--- config.mk ---
export PLATFORM = sky130hd
export DESIGN_NAME = exposure_monitor
export DESIGN_NICKNAME = d
export VERILOG_FILES = /design/src/rtl/exposure_monitor_pkg.sv /design/src/rtl/exposure_monitor_sync.sv /design/src/rtl/exposure_monitor.sv
export SDC_FILE = /design/constraint.sdc
export NUM_CORES = 1
export LEC_CHECK = 0
export CORE_MARGIN = 1.5
export CORE_UTILIZATION = 55
export CTS_CLUSTER_SIZE = 40
export DETAILED_ROUTE_END_ITERATION = 12
export GPL_ROUTABILITY_DRIVEN = 0
export GPL_TIMING_DRIVEN = 0
export HOLD_SLACK_MARGIN = 0.06
export PLACE_DENSITY = 0.82
export SLEW_MARGIN = 20
export SYNTH_ARGS = -nofsm -noshare
export SYNTH_HDL_FRONTEND = slang
export SYNTH_HIERARCHICAL = 1
export SYNTH_SLANG_ARGS = --single-unit
export TNS_END_PERCENT = 50
--- constraint.sdc ---
create_clock -name c -period 3.6 [get_ports c]
set_input_delay 0.54 -clock c [delete_from_list [all_inputs] [get_ports c]]
set_output_delay 0.54 -clock c [all_outputs]
set_load 0.01 [all_outputs]
--- src/rtl/exposure_monitor_pkg.sv ---
// exposure_monitor_pkg
//   Shared definitions for the exposure-trigger path: default core clock rate,
//   record field widths and the receive-side FSM state encoding. The trigger
//   generator uses the same clock rate and record widths.
package exposure_monitor_pkg;

  // 125 MHz core clock
  localparam int CLK_PER_USEC_DEFAULT = 125;

  // Record field widths
  localparam int WIDTH_W = 16;
  localparam int IMU_W   = 8;
  localparam int SEQ_W   = 16;

  typedef enum logic [1:0] {
    ST_IDLE     = 2'd0,
    ST_HIGH     = 2'd1,
    ST_EMIT     = 2'd2,
    ST_WAIT_LOW = 2'd3
  } mon_state_e;

endpackage

--- src/rtl/exposure_monitor_sync.sv ---
// exposure_monitor_sync
//   Brings the asynchronous sensor exposure strobe into the core clock domain,
//   optionally rejects short glitches, and produces single-cycle edge pulses.
//   Optional feature macro: STROBE_GLITCH_FILTER_EN. When defined, the
//   synchronized strobe must hold a new level for FILTER_LEN consecutive cycles
//   before the edge is accepted. When undefined, the synchronized strobe is used
//   directly.
// Ports
//   c       in   core clock
//   rst_n   in   asynchronous reset, active low
//   strobe  in   raw exposure strobe (asynchronous)
//   lvl     out  accepted strobe level
//   rise    out  one-cycle pulse on accepted rising edge
//   fall    out  one-cycle pulse on accepted falling edge
module exposure_monitor_sync #(
  parameter int SYNC_STAGES = 2,
  parameter int FILTER_LEN  = 4
) (
  input  logic c,
  input  logic rst_n,
  input  logic strobe,
  output logic lvl,
  output logic rise,
  output logic fall
);

  if (SYNC_STAGES < 2 || FILTER_LEN < 1) begin : g_param_check
    $error("exposure_monitor_sync: SYNC_STAGES must be >= 2 and FILTER_LEN >= 1");
  end

  logic [SYNC_STAGES-1:0] sync_p0;
  logic                   strobe_s;

  // Stage p0: metastability synchronizer chain
  always_ff @(posedge c or negedge rst_n) begin
    if (!rst_n) begin
      sync_p0 <= '0;
    end else begin
      sync_p0 <= {sync_p0[SYNC_STAGES-2:0], strobe};
    end
  end

  assign strobe_s = sync_p0[SYNC_STAGES-1];

`ifdef STROBE_GLITCH_FILTER_EN
  localparam int              CNT_W    = $clog2(FILTER_LEN + 1);
  localparam logic [CNT_W-1:0] CNT_LAST = CNT_W'(FILTER_LEN - 1);

  logic [CNT_W-1:0] cnt_p1;
  logic             lvl_p1;
  logic             lvl_p2;

  // Stage p1: stability counter; the level flips only after FILTER_LEN
  // consecutive samples disagree with it
  // Stage p2: previous accepted level for edge detection
  always_ff @(posedge c or negedge rst_n) begin
    if (!rst_n) begin
      cnt_p1 <= '0;
      lvl_p1 <= 1'b0;
      lvl_p2 <= 1'b0;
    end else begin
      lvl_p2 <= lvl_p1;
      if (strobe_s == lvl_p1) begin
        cnt_p1 <= '0;
      end else if (cnt_p1 == CNT_LAST) begin
        cnt_p1 <= '0;
        lvl_p1 <= strobe_s;
      end else begin
        cnt_p1 <= cnt_p1 + 1'b1;
      end
    end
  end

  assign lvl  = lvl_p1;
  assign rise = lvl_p1 & ~lvl_p2;
  assign fall = ~lvl_p1 & lvl_p2;
`else
  logic lvl_p1;

  // Stage p1: previous synchronized level for edge detection
  always_ff @(posedge c or negedge rst_n) begin
    if (!rst_n) begin
      lvl_p1 <= 1'b0;
    end else begin
      lvl_p1 <= strobe_s;
    end
  end

  assign lvl  = strobe_s;
  assign rise = strobe_s & ~lvl_p1;
  assign fall = ~strobe_s & lvl_p1;
`endif

endmodule

--- src/rtl/exposure_monitor.sv ---
// exposure_monitor
//   Receive end of the camera exposure-trigger path. Measures the width of each
//   exposure strobe in usec, counts IMU samples between exposure starts and
//   emits one record per exposure over a valid/ready stream.
//   Optional feature macro: STROBE_GLITCH_FILTER_EN (see exposure_monitor_sync).
// Ports
//   c               in   core clock
//   rst_n           in   asynchronous reset, active low
//   strobe          in   sensor exposure strobe, asynchronous, high = exposing
//   imu_sync        in   one-cycle pulse per IMU sample
//   timeout_usec    in   max legal strobe-high time, 0 disables
//   rec_valid       out  record available
//   rec_ready       in   consumer accepts when rec_valid & rec_ready
//   rec_width_usec  out  measured high time (saturating)
//   rec_imu_cnt     out  IMU pulses since previous exposure start (saturating)
//   rec_seq         out  exposure sequence number (wrapping)
//   rec_timeout     out  record closed by timeout rather than strobe fall
//   overrun         out  sticky: a record was dropped
module exposure_monitor
  import exposure_monitor_pkg::*;
#(
  parameter int CLK_PER_USEC = CLK_PER_USEC_DEFAULT,
  parameter int SYNC_STAGES  = 2,
  parameter int FILTER_LEN   = 4
) (
  input  logic               c,
  input  logic               rst_n,
  input  logic               strobe,
  input  logic               imu_sync,
  input  logic [WIDTH_W-1:0] timeout_usec,
  output logic               rec_valid,
  input  logic               rec_ready,
  output logic [WIDTH_W-1:0] rec_width_usec,
  output logic [IMU_W-1:0]   rec_imu_cnt,
  output logic [SEQ_W-1:0]   rec_seq,
  output logic               rec_timeout,
  output logic               overrun
);

  localparam int               DIV_W    = (CLK_PER_USEC > 1) ? $clog2(CLK_PER_USEC) : 1;
  localparam logic [DIV_W-1:0] DIV_LAST = DIV_W'(CLK_PER_USEC - 1);

  function automatic logic [WIDTH_W-1:0] sat_inc_width(input logic [WIDTH_W-1:0] v);
    sat_inc_width = (v == {WIDTH_W{1'b1}}) ? v : v + 1'b1;
  endfunction

  function automatic logic [IMU_W-1:0] sat_inc_imu(input logic [IMU_W-1:0] v);
    sat_inc_imu = (v == {IMU_W{1'b1}}) ? v : v + 1'b1;
  endfunction

  logic str_lvl;
  logic str_rise;
  logic str_fall;

  exposure_monitor_sync #(
    .SYNC_STAGES (SYNC_STAGES),
    .FILTER_LEN  (FILTER_LEN)
  ) u_sync (
    .c      (c),
    .rst_n  (rst_n),
    .strobe (strobe),
    .lvl    (str_lvl),
    .rise   (str_rise),
    .fall   (str_fall)
  );

  mon_state_e         state_q;
  mon_state_e         state_nxt;
  logic [DIV_W-1:0]   div_q;
  logic [WIDTH_W-1:0] width_q;
  logic [IMU_W-1:0]   imu_cnt_q;
  logic [IMU_W-1:0]   imu_cap_q;
  logic [SEQ_W-1:0]   seq_q;
  logic               to_q;

  logic usec_tick;
  logic rise_take;
  logic timeout_hit;
  logic rec_load;

  assign usec_tick   = (div_q == DIV_LAST);
  assign rise_take   = (state_q == ST_IDLE) && str_rise;
  assign timeout_hit = (timeout_usec != '0) && (width_q >= timeout_usec);
  // A record is dropped only when an unaccepted one is still on the port
  assign rec_load    = (state_q == ST_EMIT) && (!rec_valid || rec_ready);

  always_ff @(posedge c or negedge rst_n) begin
    if (!rst_n) begin
      state_q <= ST_IDLE;
    end else begin
      state_q <= state_nxt;
    end
  end

  always_comb begin
    state_nxt = state_q;
    case (state_q)
      ST_IDLE:     if (str_rise) state_nxt = ST_HIGH;
      ST_HIGH:     if (str_fall || timeout_hit) state_nxt = ST_EMIT;
      ST_EMIT:     state_nxt = to_q ? ST_WAIT_LOW : ST_IDLE;
      ST_WAIT_LOW: if (!str_lvl) state_nxt = ST_IDLE;
      default:     state_nxt = ST_IDLE;
    endcase
  end

  // Measurement stage: usec divider, width, IMU interval and timeout flag
  always_ff @(posedge c or negedge rst_n) begin
    if (!rst_n) begin
      div_q     <= '0;
      width_q   <= '0;
      imu_cnt_q <= '0;
      imu_cap_q <= '0;
      to_q      <= 1'b0;
    end else begin
      // Restarting the divider on the edge gives 1 usec resolution from the rise
      if (rise_take || usec_tick) begin
        div_q <= '0;
      end else begin
        div_q <= div_q + 1'b1;
      end

      if (rise_take) begin
        width_q <= '0;
      end else if ((state_q == ST_HIGH) && usec_tick && !timeout_hit) begin
        width_q <= sat_inc_width(width_q);
      end

      // A pulse coincident with the rise belongs to the interval being closed
      if (rise_take) begin
        imu_cap_q <= imu_sync ? sat_inc_imu(imu_cnt_q) : imu_cnt_q;
        imu_cnt_q <= '0;
      end else if (imu_sync) begin
        imu_cnt_q <= sat_inc_imu(imu_cnt_q);
      end

      if (rise_take) begin
        to_q <= 1'b0;
      end else if ((state_q == ST_HIGH) && !str_fall && timeout_hit) begin
        to_q <= 1'b1;
      end
    end
  end

  // Record stage: output register, sequence number and overrun flag
  always_ff @(posedge c or negedge rst_n) begin
    if (!rst_n) begin
      seq_q          <= '0;
      rec_valid      <= 1'b0;
      rec_width_usec <= '0;
      rec_imu_cnt    <= '0;
      rec_seq        <= '0;
      rec_timeout    <= 1'b0;
      overrun        <= 1'b0;
    end else begin
      if (state_q == ST_EMIT) begin
        seq_q <= seq_q + 1'b1;
        if (!rec_load) begin
          overrun <= 1'b1;
        end
      end

      if (rec_load) begin
        rec_valid      <= 1'b1;
        rec_width_usec <= width_q;
        rec_imu_cnt    <= imu_cap_q;
        rec_seq        <= seq_q;
        rec_timeout    <= to_q;
      end else if (rec_ready) begin
        rec_valid <= 1'b0;
      end
    end
  end

endmodule
==> results by group <==
Setup path
  – Kind of start point of the critical path: primary input
  – Cell occurring most often along the worst timing path: a21o_1
  – Critical path's top delay family: compound AO/OA/AOI/OAI gates
  – Cell with the biggest individual delay on the critical path: clkdlybuf4s50_1
  – Flop-to-flop setup slack: 0.71 ns
  – Biggest cell delay along the critical path: 0.49 ns
  – Kind of capture point of the worst setup path: flip-flop
  – Type of the worst setup path: primary input to flip-flop
  – R2R cell count: 8
  – Maximum fanout encountered on the critical timing path: 10
  – Arrival time at the worst endpoint: 3.40 ns
  – Buffer and inverter count on the worst path: 2
  – Reg-to-reg endpoint: width_q[15]
  – Data required time at the worst endpoint: 3.91 ns
  – Beginning of the worst register-to-register path: width_q[13]
  – Worst-path cell chain: clkdlybuf4s50_1 -> inv_1 -> ha_1 -> a21o_1 -> a21o_1 -> a2111oi_4 -> o41ai_2 -> a211oi_2 -> or4b_1 -> a21oi_1

Die
  – Die Footprint: 9280 sq um
  – Die X-Extent: 96.3 microns
  – DIE HEIGHT: 96.3 microns
  – Number of rows created at floorplan: 33
  – Starting density of the core: 57.5%
  – Core area: 8340 sq um
  – Ports placed on the boundary: 64

Clock network
  – Clock buffer count from CTS: 9
  – CTS clk-pin slew, worst paths: 0.10 ns
  – Count of buffers added by post-CTS timing repair for setup: 0
  – Clock insertion delay at the later pin of the skew report: 0.38 ns
  – Post-CTS Hold Fix Bufs: 1
  – Cell at the root of the clock tree: clkbuf_8
  – Depth of the CTS H-tree: 3
  – CTS tree: yes
  – Post-cts gate resize count: 0
  – Buffer levels on the longest clock path: 2
  – Number of sinks driven by the clock tree: 104

STA
  – Portion of the clock cycle consumed by the worst path in the final layout: 86.0%
  – Slew Limit Headroom: 42.8%
  – Number of endpoints with negative hold slack in the final report: 0
  – Worst hold margin: 0.365 ns
  – Final period demand of the worst path: 3.10 ns
  – Final setup viols: 0
  – Worst slew pin tran: 0.848 ns
  – Timing-limited maximum frequency: 323 MHz
  – Setup repair after global routing missed its margin: false
  – Final setup skew: 0.0103 ns
  – Max-slew violations: 0

Drt
  – Via count: 3,382
  – Mean number of vias per cell: 5.54
  – Wire length per cell: 15.5 microns
  – Post-route DRC violation count: 0
  – DRT Pass-1 Iters: 4
  – DR iter-0 viols: 179
  – Total Routed Length: 9460 microns
  – Antenna Violating Nets Remaining: 0

Synthesis
  – Combined area of all synthesized cells: 4790 sq um
  – Largest area contributor in the synthesized netlist: dfrtp_1
  – Cell count after synthesis: 424
  – Synthesized flop and latch total: 104
  – Mean Syn Cell Area: 11.3 sq um
  – Fraction of post-synthesis cell area in the top cell type by area: 54.3%
  – Sequential cell area fraction in the yosys report: 54.3%
  – Number of distinct library cells after synthesis: 38
  – Synth warn: 6
  – Cell types with the largest area share after synthesis: dfrtp_1 54%, mux2_2 9.4%, ha_1 5.5%
  – Post-Synthesis Net Count: 466

Hold path
  – Depth of the worst hold-timing path: 0
  – Hold endpoint: u_sync/sync_p0[1]
  – Path type of the worst min-delay path: flip-flop to flip-flop
  – Min-Delay Startpoint: u_sync/sync_p0[0]

Power
  – Comb pwr share: 24.1%
  – Peak ir drop on the vdd network: 0.000321 V
  – Switching Share: 29.9%
  – Switching power: 0.923 mW
  – Proportion of power drawn by flip-flops and latches: 49.1%
  – Post-layout power: 3.09 mW
  – Total power divided by cell area: 530 nW/um^2
  – Internal Dissipation: 2.16 mW
  – Leakage power total: 2.75 nW
  – Clock share of power: 26.8%

Placement
  – Placed cell count: 593
  – # port buffers: 63
  – DP Wirelength: 6690 microns

Job
  – Max Cap Viol: 0

Global routing
  – Overall Global Routing Usage: 22.3%
  – Largest net degree at the start of global routing: 83
  – Vias in the first global route: 3,365
  – Total grt overflow: 0
  – Number of antenna violations at the first check in global routing: 0
  – First-pass GRT wire length: 15,800 microns

Finish
  – Post-layout nets: 542
  – Post-synthesis to final-layout area growth: 21.5%
  – # diodes: 0
  – Fin cells: 610
  – Fraction of layout instances using a drive strength above 1: 12.1%

Status
  – Run status: complete, no violations
-- cells in the final DEF (no fill, tap or decap), drive strengths merged, types with 4 or more instances in the layout --
master / n
a2111oi: 7
xnor2: 23
nand3: 16
nand2: 45
o21ai: 17
dfrtp: 104
a21o: 4
nand2b: 7
clkdlybuf4s50: 62
mux2: 40
clkbuf: 18
and3: 7
xor2: 9
nor2b: 4
nand4: 11
inv: 25
ha: 21
nor2: 32
a21oi: 13
mux2i: 5
nor4: 4
-- power groups by stage --
stage	logic, mW	clock network, mW	registers [mW]
after floorplan	0.357	0	1.56
after global placement	0.707	0	1.53
after CTS	0.754	0.844	1.52
after global routing	0.827	0.888	1.54
after detailed placement	0.743	0	1.54
final	0.743	0.826	1.52
-- worst register-to-register path, stage by stage (launching register included) --
cell and delay, ns:
dfrtp_1 0.47, ha_1 0.33, a21o_1 0.16, a21o_1 0.20, a2111oi_4 0.35, o41ai_2 0.23, a211oi_2 0.42, or4b_1 0.49
a21oi_1 0.17
-- kinds of logic after synthesis --
logic type / Yosys count / share of synthesized area, %
compound gates: 52 / 7.52
fa+ha+maj: 21 / 5.48
flops: 104 / 54.3
simple gates: 139 / 14.0
xor+xnor: 32 / 5.85
buf+inv: 31 / 2.43
mux: 45 / 10.4
-- area by class of cell --
type / count / area (sq um)
flip-flops and latches: 104 / 2600
inverters: 23 / 86.3
multi-input cells: 289 / 2070
clock inverters: 6 / 100
plain buffers: 8 / 30.0
fillers: 605 / 2520
well taps: 105 / 131
repair buffers: 65 / 669
clock buffers: 10 / 128
-- worst max path at each step --
| stage | start | cells after the start | to | slack [ns] |
|---|---|---|---|---|
| 2_1_floorplan | timeout_usec[13] | 9 | width_q[15] | 0.88 |
| 3_3_place_gp | rst_n | 1 | rec_seq[9] | -1.72 |
| 3_5_place_dp | timeout_usec[13] | 10 | width_q[15] | 0.18 |
| 4_1_cts | timeout_usec[13] | 10 | width_q[15] | 0.52 |
| 5_1_grt | timeout_usec[13] | 10 | width_q[15] | 0.38 |
| 6_report | timeout_usec[13] | 10 | width_q[15] | 0.50 |
-- flip-flops by register name, indices dropped and copies added, names as in the netlist --
register,flops
imu_cnt_q,8
rec_timeout,1
u_sync/lvl_p1,1
to_q,1
seq_q,16
rec_width_usec,16
rec_seq,16
u_sync/sync_p0,2
overrun,1
rec_valid,1
imu_cap_q,8
width_q,16
state_q,2
rec_imu_cnt,8
div_q,7
-- through the flow --
step | worst slack (ns) | setup TNS [ns] | area (sq um) | utilization, %
finish | 0.503 | 0 | 5820 | 69.8
global route | 0.377 | 0 | 5820 | 69.8
CTS | 0.523 | 0 | 5820 | 69.8
detailed placement | 0.180 | 0 | 5580 | 66.9
global placement | -1.72 | -178.06 | 5550 | 66.6
floorplan | 0.878 | 0 | 4790 | -
-- Yosys cell counts (all sizes together) --
cell	count
dfrtp	104
nand2	45
mux2	40
nor2	32
inv	23
xnor2	23
ha	21
o21ai	17
nand3	16
a21oi	13
nand4	11
xor2	9
clkbuf	8
a2111oi	7
and3	7
nand2b	7
mux2i	5
a21o	4
nor2b	4
nor4	4
and2	3
and4	3
nor3	3
a211oi	2
o31ai	2
o41ai	2
or4	2
a31oi	1
a41o	1
and2b	1
o211ai	1
o21bai	1
o311ai	1
or4b	1
-- layer usage --
layer	GRT usage (%)	share of wire [%]	routed length [microns]	up-vias
li1	-	-	-	1634
met1	30.6	46	4360	1664
met2	36.2	49	4630	72
met3	3.55	3.4	317	12
met4	7.61	1.7	158	0
met5	0	0	0	-
Power figures use the tool's default switching activity.
==> patch 1, RTL diff (same flow settings) <==
The 4 states of `mon_state_e` get a one-hot encoding in 4 bits.
--- a/src/rtl/exposure_monitor_pkg.sv
+++ b/src/rtl/exposure_monitor_pkg.sv
@@ -12,11 +12,11 @@
   localparam int IMU_W   = 8;
   localparam int SEQ_W   = 16;
 
-  typedef enum logic [1:0] {
-    ST_IDLE     = 2'd0,
-    ST_HIGH     = 2'd1,
-    ST_EMIT     = 2'd2,
-    ST_WAIT_LOW = 2'd3
+  typedef enum logic [3:0] {
+    ST_IDLE     = 4'b0001,
+    ST_HIGH     = 4'b0010,
+    ST_EMIT     = 4'b0100,
+    ST_WAIT_LOW = 4'b1000
   } mon_state_e;
 
 endpackage
Behaviour: same outputs for any inputs over 10 cycles, from zero or initial values and one cycle with rst_n low; not proved beyond that.
==> patch 1 against the unedited design <==
Die area rose by 4.2%; area after synthesis rose by 4.4%; global-route usage down 0.38 points; worst setup slack better by 0.052 ns; largest power group unchanged; sequential cell count grew 2; final area up 2.8%; non-clock buffer count rose by 7; routed wire length grew 5.0%; total power decreased by 8.0%; synthesized cell count grew 5.4%.
==> patch 1: results (changes against the unedited design) <==
Run status
  • Outcome: complete, no violations

Power
  • Worst vdd ir: 0.241 mV (-25%)
  • Leakage power: 2.71 nW (-1.5%)

Timing
  • Final Skew: 0.0123 ns (+0.00196 ns)
  • Hold_ws: 0.0815 ns (-0.284 ns)
  • Least-Margin Pin Slew: 0.945 ns (+0.0968 ns)

GRT
  • All-layer global routing usage: 21.9% (-0.38 points)
  • Largest net degree at the start of global routing: 61 (-27%)
  • First-pass GRT wire length: 17.0 mm (+7.9%)
  • Vias in the first global route: 3673 (+9.2%)

Logic synthesis
  • Syn nets: 489 (+4.9%)
  • Distinct cell type count of the synthesized netlist: 46 (+21%)
  • Synth Flop Type: dfrtp_1
  • Top cells by count, synth: dfrtp_1, mux2_2, nand2_1, nor2_1, nand3_1
  • Top area cells in the synthesized netlist: dfrtp_1, mux2_2, ha_1, xnor2_1, nand3_1
  • Sequential fraction of the synthesis area: 53.1% (-1.2 points)
  • Post-synthesis instance total: 447 (+5.4%)

Placement
  • Placed cell count: 619 (+4.4%)
  • Placed instance area: 0.00580 mm^2 (+3.8%)
  • Hpwl dp: 7.18 mm (+7.3%)
  • Worst slack, placed: 0.188 ns (+0.00860 ns)

Setup path
  • Worst R2R Path Depth: 9 (+1)
  • Crit Path Max Fanout: 10 (unchanged)
  • R2R setup slack: 0.76 ns (+0.05 ns)
  • Max stage delay on crit path: 0.60 ns (+0.11 ns)
  • Critical path arrival: 3.34 ns (-0.06 ns)
  • Slowest cell on the critical path: or4_1
  • Largest delay share family, worst path: simple AND/OR/NAND/NOR gates
  • Worst R2R End: width_q[5]$_DFFE_PN0P_
  • Reg2reg start: width_q[14]$_DFFE_PN0P_

Detailed routing
  • Vias: 3630 (+7.3%)
  • Drt wl/cell: 15.6 um (+0.91%)
  • Initial DRC count: 140 (-22%)

Worst hold path
  • Tightest Hold Check Type: in -> async

Layout
  • Layout cells sized above 1: 15.0% (+2.9 points)
  • Non-Filler Instances: 635 (+4.1%)
[patch 1: changes by cell type in the layout (fill, tap and decap cells not counted), moves of 8 or more]
cell	unedited run	this run
or4_1	2	10
nand3_1	16	25
nand2_1	45	32
or3_1	0	9
xnor2_1	23	15
[patch 1: area by class of cell]
cell class / count / area [um^2]
clock buffer: 10 / 128
inverter: 24 / 90.1
timing repair buffer: 64 / 659
fill: 647 / 2780
multi-input combinational: 301 / 2180
tap: 108 / 135
buffer: 16 / 80.1
clock inverter: 6 / 61.3
sequential: 106 / 2650
[patch 1: worst max-delay path by stage]
stage	from	end	slack [ns]	cells past startpoint
finish	timeout_usec[15]	width_q[5]$_DFFE_PN0P_	0.56	11
floorplan	timeout_usec[15]	width_q[7]$_DFFE_PN0P_	0.94	10
detailed placement	timeout_usec[15]	width_q[5]$_DFFE_PN0P_	0.19	11
global route	timeout_usec[13]	width_q[13]$_DFFE_PN0P_	0.46	10
global placement	rst_n	rec_seq[8]$_DFFE_PN0P_	-1.86	1
CTS	timeout_usec[15]	width_q[5]$_DFFE_PN0P_	0.56	11
[patch 1: cell families (layout without fill, tap and decap cells)]
| family | count (synthesis) | count (layout) | share of synthesized area, % |
|---|---|---|---|
| multiplexers | 44 | 44 | 9.83 |
| flip-flops | 106 | 106 | 53.1 |
| AND/OR/NAND/NOR | 152 | 152 | 16.1 |
| XOR/XNOR | 23 | 23 | 4.03 |
| AO/OA/AOI/OAI | 61 | 61 | 8.28 |
| buffers and inverters | 40 | 120 | 3.40 |
| adder cells (fa/ha/maj) | 21 | 21 | 5.25 |
[patch 1: report_power, final]
| part | switching (mW) | leakage [nW] | internal [mW] |
|---|---|---|---|
| clock network | 0.429 | 0.0922 | 0.269 |
| registers | 0.139 | 1.40 | 1.38 |
| logic | 0.268 | 1.21 | 0.352 |
| total | 0.836 | 2.71 | 2.00 |
[patch 1: routing by layer]
layer,vias up,global-route usage (%),routed length (um)
met2,78,35.7,4950
li1,1739,-,-
met4,0,7.48,148
met1,1801,29.8,4490
met5,-,0,0
met3,12,4.15,338
[patch 1: worst register-to-register path, delay by kind of cell, from the launching register on]
kind	cells	cell delay [ns]
buffers and inverters	2	0.34
adder cells (fa/ha/maj)	1	0.34
AO/OA/AOI/OAI	3	0.49
AND/OR/NAND/NOR	3	1.11
flip-flops	1	0.48
==> patch 2, RTL diff (same flow settings) <==
Made on the original files. Build with the macro `STROBE_GLITCH_FILTER_EN` defined.
--- a/src/rtl/exposure_monitor_sync.sv
+++ b/src/rtl/exposure_monitor_sync.sv
@@ -12,6 +12,8 @@
 //   lvl     out  accepted strobe level
 //   rise    out  one-cycle pulse on accepted rising edge
 //   fall    out  one-cycle pulse on accepted falling edge
+`define STROBE_GLITCH_FILTER_EN
+
 module exposure_monitor_sync #(
   parameter int SYNC_STAGES = 2,
   parameter int FILTER_LEN  = 4
Check against the original RTL: not equivalent (Yosys sat finds a counterexample within 10 cycles, from zero or initial values and one cycle with rst_n low).
==> patch 2 against the unedited design <==
Combinational power up 44%; worst setup slack better by 0.036 ns; area after synthesis up 3.6%; first-iteration DRC count up 18%; via count up 3.6%; worst hold slack worse by 0.31 ns; routed wire length down 1.0%; total power up 17%; final area up 3.1%; sequential cell count up 4; critical path type unchanged.
==> patch 2: results (changes against the unedited design) <==
Run status
  • Outcome: complete, no violations

Setup path
  • Critical path arrival: 3.35 ns (-0.05 ns)
  • Crit Path Max Fanout: 10 (unchanged)

Logic synthesis
  • Top cells by count, synth: dfrtp_1, nand2_1, mux2_2, nor2_1, xnor2_1
  • Sequential fraction of the synthesis area: 54.5% (+0.15 points)
  • Asr flop ratio synth: 100% (unchanged)
  • Distinct cell type count of the synthesized netlist: 41 (+7.9%)
  • Top area cells in the synthesized netlist: dfrtp_1, mux2_2, ha_1, xnor2_1, nand2_1
  • Syn nets: 478 (+2.6%)

Placement
  • IO Port Bufs: 63 (unchanged)
  • Worst slack, placed: 0.161 ns (-0.0189 ns)
  • Hpwl dp: 6.88 mm (+2.8%)

Clock network
  • Clk Latency, worst-skew pair: roughly 0.37 ns
  • Max Root-Sink Buffers: 2 (unchanged)
  • H-Tree Depth: 3 (unchanged)
  • CTS clock-pin slew for the worst setup and hold paths: about 0.11 ns
  • Setup Fix Bufs, Post-CTS: 0 (unchanged)
  • Cts repair resizes: 0 (unchanged)

Worst hold path
  • Tightest Hold Check Type: in -> async

Power
  • Leakage power: 2.83 nW (+2.8%)
  • Psw: 1.14 mW (+24%)
  • Worst vdd ir: 0.313 mV (-2.6%)

Detailed routing
  • Initial DRC count: 211 (+18%)
  • Vias/cell: 5.63 (+1.5%)
  • Detailed Route WL: 9.36 mm (-1.0%)

Timing
  • Least-Margin Pin Slew: 0.818 ns (-0.0304 ns)
  • Final Skew: 0.0140 ns (+0.00365 ns)

Layout
  • Layout cells sized above 1: 12.4% (+0.35 points)
  • NumNets Final: 553 (+2.0%)

GRT
  • Vias in the first global route: 3387 (+0.65%)
  • Grt total ovfl: 0 (unchanged)
  • Initial antenna violation count: 0 (unchanged)
  • First-pass GRT wire length: 16.2 mm (+2.6%)
  • Largest net degree at the start of global routing: 67 (-19%)
  • All-layer global routing usage: 21.0% (-1.4 points)
[patch 2: cell types whose count changed in the layout (fill, tap and decap cells not counted), sizes merged]
| cell | unedited run | this run |
|---|---|---|
| nor2b | 4 | 5 |
| dfrtp | 104 | 108 |
| xnor2 | 23 | 24 |
| mux2 | 40 | 41 |
| dlygate4sd3 | 1 | 0 |
| ha | 21 | 22 |
| nor3b | 0 | 2 |
| nor3 | 3 | 4 |
[patch 2: final timing paths]
kind | startpoint | to | slack (ns)
setup / recovery | timeout_usec[13] | width_q[15]$_DFFE_PN0P_ | 0.54
hold / removal | rst_n | rec_seq[9]$_DFFE_PN0P_ | 0.06
setup reg to reg | width_q[13]$_DFFE_PN0P_ | width_q[15]$_DFFE_PN0P_ | 0.75
hold reg to reg | u_sync/sync_p0[0]$_DFF_PN0_ | u_sync/sync_p0[1]$_DFF_PN0_ | 0.36
max in group asynchronous | rst_n | u_sync/lvl$_DFFE_PN0P_ | 2.88
min in group c | u_sync/sync_p0[0]$_DFF_PN0_ | u_sync/sync_p0[1]$_DFF_PN0_ | 0.36
[patch 2: per-stage QoR]
step	TNS (ns)	hold WS [ns]	cell area, um^2	std cells
3_3_place_gp	-203.21	0.334	5730	606
6_report	0	0.0582	6000	623
4_1_cts	0	0.0670	6000	623
3_5_place_dp	0	0.343	5760	607
5_1_grt	0	0.0863	6000	623
2_1_floorplan	0	0.244	4960	435
[patch 2: cells by family (layout without fill, tap and decap cells)]
family | count (synthesis) | after routing | synth area share, %
and+or+nand+nor | 143 | 143 | 14.2
muxes | 46 | 46 | 10.3
DFF | 108 | 108 | 54.5
buffers and inverters | 31 | 111 | 2.34
adders and majority gates | 22 | 22 | 5.55
AOI/OAI and AO/OA | 52 | 52 | 7.26
xor gates and xnor gates | 33 | 33 | 5.82
[patch 2: area by class of cell]
class | count | area [um^2]
inverters | 23 | 86.3
clock inverters | 6 | 105
fillers | 620 | 2720
clock buffers | 10 | 138
repair buffers | 64 | 659
multi-input cells | 296 | 2140
flip-flops and latches | 108 | 2700
well taps | 108 | 135
plain buffers | 8 | 30.0
[patch 2: power by group through the flow]
stage | clock network (mW) | registers, mW | logic [mW]
floorplan | 0 | 1.72 | 0.561
global placement | 0 | 1.69 | 1.03
detailed placement | 0 | 1.70 | 1.07
CTS | 0.866 | 1.68 | 1.08
global route | 0.910 | 1.72 | 1.18
finish | 0.852 | 1.68 | 1.07
[patch 2: worst max-delay path: cells and delay by family]
family	cells	cell delay, ns
AOI/OAI and AO/OA	6	1.50
buffers and inverters	2	0.54
and+or+nand+nor	1	0.47
adders and majority gates	1	0.30
[patch 2: routing by layer]
metal	vias up	part of all wire, %	track usage (%)
li1	1674	-	-
met1	1737	47	29.9
met2	77	48	32.6
met3	17	3.3	2.86
met4	0	2.2	8.68
met5	-	0	0
